`config.mk`:
```
export PLATFORM = sky130hd
export DESIGN_NAME = mac_row_seq
export DESIGN_NICKNAME = d
export VERILOG_FILES = /design/src/rtl/mac_row_seq.sv
export SDC_FILE = /design/constraint.sdc
export NUM_CORES = 1
export LEC_CHECK = 0
export BUFFER_PORTS_ARGS = -buffer_cell sky130_fd_sc_hd__buf_2
export CORE_ASPECT_RATIO = 1.5
export CORE_MARGIN = 2
export CORE_UTILIZATION = 55
export DETAILED_ROUTE_END_ITERATION = 10
export PLACE_DENSITY_LB_ADDON = 0.05
export RECOVER_POWER = 25
export SETUP_SLACK_MARGIN = 0.1
export SLEW_MARGIN = 25
export SYNTH_ARGS = -nofsm -noshare
export SYNTH_HDL_FRONTEND = slang
export SYNTH_SLANG_ARGS = --single-unit
```
`constraint.sdc`:
```
create_clock -name clk -period 3.2 [get_ports clk]
set_input_delay 0.32 -clock clk [delete_from_list [all_inputs] [get_ports clk]]
set_output_delay 0.32 -clock clk [all_outputs]
set_load 0.03 [all_outputs]
```
`src/rtl/mac_row_seq.sv`:
```
// Load/execute/drain sequencer feeding the west edge of one systolic MAC row.
// Optional MAC_ROW_SEQ_PERF_EN adds a saturating stall_cnt output.
module mac_row_seq #(
  parameter int unsigned bw     = 4,
  parameter int unsigned col    = 8,
  parameter int unsigned len_bw = 8
) (
  input  logic              clk,
  input  logic              reset,
  input  logic              start,
  input  logic              mode_2b,
  input  logic [len_bw-1:0] act_len,
  input  logic              abort,
  input  logic              in_valid,
  output logic              in_ready,
  input  logic [bw-1:0]     in_data,
  output logic [bw-1:0]     out_w,
  output logic [1:0]        out_inst,
  output logic              cfg_2b,
  output logic              busy,
  output logic              done
`ifdef MAC_ROW_SEQ_PERF_EN
  ,
  output logic [15:0]       stall_cnt
`endif
);

  localparam int unsigned CntW = $clog2(col) + 1;
  localparam logic [CntW-1:0] ColCnt  = CntW'(col);
  localparam logic [CntW-1:0] ColLast = CntW'(col - 1);

  typedef enum logic [1:0] {StIdle, StLoad, StExec, StDrain} state_e;

  state_e              state_q, state_d;
  logic [CntW-1:0]     ld_cnt_q, ld_cnt_d;
  logic [CntW-1:0]     dr_cnt_q, dr_cnt_d;
  logic [len_bw-1:0]   act_cnt_q, act_cnt_d;
  logic [len_bw-1:0]   act_rem_q, act_rem_d;
  logic [bw-1:0]       out_w_q, out_w_d;
  logic [1:0]          out_inst_q, out_inst_d;
  logic                cfg_q, cfg_d;
  logic                done_q, done_d;
  logic                beat;
  logic [CntW-1:0]     ld_inc;
  logic [len_bw-1:0]   act_inc;

  assign in_ready = ((state_q == StLoad) || (state_q == StExec)) && !abort;
  assign beat     = in_valid && in_ready;
  assign ld_inc   = ld_cnt_q + CntW'(1);
  assign act_inc  = act_cnt_q + len_bw'(1);

  always_comb begin
    state_d    = state_q;
    ld_cnt_d   = ld_cnt_q;
    dr_cnt_d   = dr_cnt_q;
    act_cnt_d  = act_cnt_q;
    act_rem_d  = act_rem_q;
    out_w_d    = out_w_q;
    out_inst_d = 2'b00;
    cfg_d      = cfg_q;
    done_d     = 1'b0;
    unique case (state_q)
      StIdle: begin
        if (start) begin
          state_d   = StLoad;
          cfg_d     = mode_2b;
          act_rem_d = act_len;
          ld_cnt_d  = '0;
          act_cnt_d = '0;
          dr_cnt_d  = '0;
        end
      end
      StLoad: begin
        if (abort) begin
          state_d  = StDrain;
          dr_cnt_d = '0;
        end else if (beat) begin
          out_w_d    = in_data;
          out_inst_d = 2'b01;
          ld_cnt_d   = ld_inc;
          if (ld_inc == ColCnt) begin
            state_d  = (act_rem_q != '0) ? StExec : StDrain;
            dr_cnt_d = '0;
          end
        end
      end
      StExec: begin
        if (abort) begin
          state_d  = StDrain;
          dr_cnt_d = '0;
        end else if (beat) begin
          out_w_d    = in_data;
          out_inst_d = 2'b10;
          act_cnt_d  = act_inc;
          if (act_inc == act_rem_q) begin
            state_d  = StDrain;
            dr_cnt_d = '0;
          end
        end
      end
      StDrain: begin
        // Zeros flush the row's instruction chain so its valid falls.
        out_w_d  = '0;
        dr_cnt_d = dr_cnt_q + CntW'(1);
        if (dr_cnt_q == ColLast) begin
          state_d = StIdle;
          done_d  = 1'b1;
        end
      end
      default: state_d = StIdle;
    endcase
  end

  always_ff @(posedge clk or posedge reset) begin
    if (reset) begin
      state_q    <= StIdle;
      ld_cnt_q   <= '0;
      dr_cnt_q   <= '0;
      act_cnt_q  <= '0;
      act_rem_q  <= '0;
      out_w_q    <= '0;
      out_inst_q <= 2'b00;
      cfg_q      <= 1'b0;
      done_q     <= 1'b0;
    end else begin
      state_q    <= state_d;
      ld_cnt_q   <= ld_cnt_d;
      dr_cnt_q   <= dr_cnt_d;
      act_cnt_q  <= act_cnt_d;
      act_rem_q  <= act_rem_d;
      out_w_q    <= out_w_d;
      out_inst_q <= out_inst_d;
      cfg_q      <= cfg_d;
      done_q     <= done_d;
    end
  end

  assign out_w    = out_w_q;
  assign out_inst = out_inst_q;
  assign cfg_2b   = cfg_q;
  assign done     = done_q;
  assign busy     = (state_q != StIdle);

`ifdef MAC_ROW_SEQ_PERF_EN
  logic [15:0] stall_q, stall_d;

  always_comb begin
    stall_d = stall_q;
    if ((state_q == StIdle) && start) begin
      stall_d = '0;
    end else if (((state_q == StLoad) || (state_q == StExec)) && !in_valid &&
                 (stall_q != 16'hFFFF)) begin
      stall_d = stall_q + 16'd1;
    end
  end

  always_ff @(posedge clk or posedge reset) begin
    if (reset) begin
      stall_q <= '0;
    end else begin
      stall_q <= stall_d;
    end
  end

  assign stall_cnt = stall_q;
`endif

endmodule

```
==> key figures <==
Floorplanning
  – # IOs: 28
  – Starting Density: approximately 57%
  – Die W: 52.7 um
  – Row Count: 26
  – Die height: around 77 um
  – Die area: 4060 um^2
  – Core Region: between 3000 and 4000 um^2

Flow run
  – Maximum capacitance violations: 1

Setup path
  – Crit start category: register
  – CP arrival: about 2.7 ns
  – Crit-path max FO: 7
  – FF-to-FF End: state_q[1]$_DFFE_PP0P_
  – Critical path origin: act_cnt_q[0]$_DFFE_PP0P_
  – R2R cell count: 7
  – R2R setup slack: 0.69 ns
  – Worst R2R Start: act_cnt_q[0]$_DFFE_PP0P_
  – Crit path required time: 3.36 ns
  – Critical path endpoint category: register
  – Crit path kind: register to register

Global route
  – Met2 usage: 39.3%
  – GR Layer Usage met1: between 20% and 30%
  – Largest net degree at the start of global routing: 35
  – Global-route wire length before repair: about 7200 um
  – Initial antenna violation count: 0
  – Total Routing Usage GR: 23.7%
  – Total grt overflow: 0
  – Vias in the first global route: approximately 1.6k
  – GR peak layer: met2
  – GR Layer Usage met3: 5.64%

Clocking
  – Clk buf depth: 2
  – Clk root buf: clkbuf_8
  – Post-CTS Setup Repair Bufs: 0
  – Num CTS Buffers: 5
  – Number of H-tree levels: 2
  – CTS tree: done
  – Skew-Pair Late Insertion Delay: ~0.28 ns
  – Clk sinks: 34
  – Post-CTS resize count: 0
  – Post-CTS Hold Buffers: 0
  – Clock-pin slew on the worst setup and hold paths: 0.07 ns

STA
  – Final clock skew: 0.00697 ns
  – Final setup viols: 0
  – Fmax: 399 MHz
  – RSZ-0062 raised after global routing: no
  – Total negative slack: 0 ns
  – Worst Tran Pin Value: 1.77 ns
  – Slew margin rel.: -18.2%
  – Final period utilization: 78.3%
  – Minimum clock period after layout: 2.51 ns
  – Final Max Tran Viols: 35
  – Final Hold Viols: 0

Yosys
  – Post-synthesis mux area share: 8.06%
  – Sequential element share of the synthesized area: 43.5%
  – Yosys warns: 0
  – Post-synthesis compound-gate area fraction: between 10% and 20%
  – Count of different cell masters after synthesis: 48
  – Top cells by area, synth: dfrtp_1, mux2_2, o21ai_0
  – Post-Syn Area per Cell: just over 10 um^2
  – Synth async-reset ratio: 100%
  – Seq cells post-synth: 34
  – Share of the synthesized area in the top cell type: 43.5%
  – Post-Syn Area: between 1500 and 2000 um^2
  – Post-synthesis xor/xnor area fraction: 4.48%
  – Area leader, netlist: dfrtp_1
  – Prevailing post-synth register cell: dfrtp_1
  – Main combinational cell family by area after synthesis: compound AO/OA/AOI/OAI gates
  – Post-synth EDFFs: 0
  – Synth Area in Simple Gates: between 15 and 20%
  – Syn_nets: between 200 and 250
  – Cells after synthesis: 194
  – Post-Synth Adder-Cell Area: 4.48%

Placement
  – Post-DP HPWL: 3320 um
  – Post-placement cell area: 2130 um^2
  – Inst Count DP: 260
  – # port buffers: 27
  – Final GP Congestion: 0.923

Finish
  – Layout area overhead: 12.5%
  – Fillers: between 200 and 300
  – # diodes: 0
  – Post-route cell area: 2200 um^2
  – Layout Cells excl Fill: approximately 270
  – Layout cells sized above 1: 24.4%
  – Total Nets Final: 250

Routing
  – Detailed-route via count: approximately 1.6k
  – First DRT Iteration DRCs: 70
  – ANT nets after route: 0
  – Vias per Instance: between 6 and 7
  – First drt pass iteration count: 6
  – Drt wl/cell: 16.3 um
  – # DRC: 0
  – Drt total wl: 4340 um

Power and ir drop
  – Pwr Density: 872 nW/um^2
  – P_leak: 1.01 nW
  – Worst VDD drop: 0.512 mV

Worst hold path
  – Hold EP: act_rem_q[3]$_DFFE_PP0P_
  – Hold Path Class: input port to register
  – Hold Path Depth: 2
  – Min-Delay Startpoint: act_len[3]

Outcome
  – Status: finished, violations left
  – Failing checks: capacitance limit, slew limit
## per-layer routing
| metal | share of wire, % | wire, um |
|---|---|---|
| met1 | 39 | 1680 |
| met2 | 56 | 2410 |
| met3 | 3.4 | 149 |
| met4 | 2.4 | 102 |
| met5 | 0 | 0 |
## cells in the final DEF (no fill, tap or decap), types with 4 or more instances in the layout
| cell | Yosys | final |
|---|---|---|
| a21oi_1 | 6 | 6 |
| a31o_2 | 4 | 4 |
| buf_2 | 2 | 27 |
| clkbuf_8 | 0 | 5 |
| dfrtp_1 | 34 | 34 |
| ha_1 | 7 | 7 |
| inv_1 | 8 | 8 |
| mux2_2 | 10 | 10 |
| nand2_1 | 17 | 17 |
| nand3_1 | 11 | 11 |
| nor2_1 | 7 | 7 |
| nor2b_1 | 8 | 8 |
| nor3_1 | 4 | 4 |
| o21ai_0 | 18 | 18 |
| xnor2_1 | 4 | 4 |
| xor2_1 | 6 | 6 |
## power by group
part           switching (W)  internal (W)
clock network       0.000145      0.000146
logic               0.000537      0.000388
registers           0.000139      0.000565
total               0.000821       0.00110
## synthesized netlist by cell type, types with 3 or more instances
cell type / instances
a21oi_1: 6
a31o_2: 4
a31oi_1: 3
and2_1: 3
dfrtp_1: 34
ha_1: 7
inv_1: 8
mux2_2: 10
mux2i_1: 3
nand2_1: 17
nand2b_1: 3
nand3_1: 11
nor2_1: 7
nor2b_1: 8
nor3_1: 4
o21ai_0: 18
xnor2_1: 4
xor2_1: 6
## sequential cells by signal, indices dropped and copies added, names as in the netlist
name       cells
act_cnt_q      8
act_rem_q      8
dr_cnt_q       4
ld_cnt_q       4
out_w          4
out_inst       2
state_q        2
cfg_2b         1
done           1
## cell families after synthesis
logic type / count (synthesis)
AND/OR/NAND/NOR: 64
AO/OA/AOI/OAI: 52
flip-flops: 34
multiplexers: 14
buffers and inverters: 13
XOR/XNOR: 10
adder cells (fa/ha/maj): 7
## worst max-delay path by stage
stage / endpoint
final: state_q[1]$_DFFE_PP0P_
after global routing: dr_cnt_q[0]$_DFFE_PP0P_
after CTS: state_q[1]$_DFFE_PP0P_
after detailed placement: state_q[1]$_DFFE_PP0P_
after global placement: state_q[1]$_DFFE_PP0P_
after floorplan: state_q[1]$_DFFE_PP0P_
## worst max-delay path, stage by stage, from the launching register on
cell and delay, ns:
dfrtp_1 0.44, ha_1 0.33, and3_4 0.24, a311oi_2 0.26
o211ai_1 0.18, a2111oi_4 0.49, o21ai_2 0.13, mux2_4 0.31
## per-stage QoR
| step | power [W] | util [%] | hold WS, ns | setup WS [ns] |
|---|---|---|---|---|
| 2_1_floorplan | 0.00139 | - | 0.462 | 0.932 |
| 3_3_place_gp | 0.00158 | 62.2 | 0.430 | 0.847 |
| 3_5_place_dp | 0.00163 | 62.2 | 0.440 | 0.713 |
| 4_1_cts | 0.00193 | 64.5 | 0.130 | 0.711 |
| 5_1_grt | 0.00206 | 64.4 | 0.252 | 0.473 |
| 6_report | 0.00192 | 64.4 | 0.274 | 0.693 |
## final cells by class
cell class	instances	area (um^2)	share of cell area, %
Clock inverter	2	10.0	0.455
Sequential cell	34	851	38.7
Tap cell	42	52.6	2.39
Timing Repair Buffer	29	146	6.65
Clock buffer	5	68.8	3.13
Inverter	8	30.0	1.36
Multi-Input combinational cell	147	1040	47.4
Power figures use the tool's default switching activity.
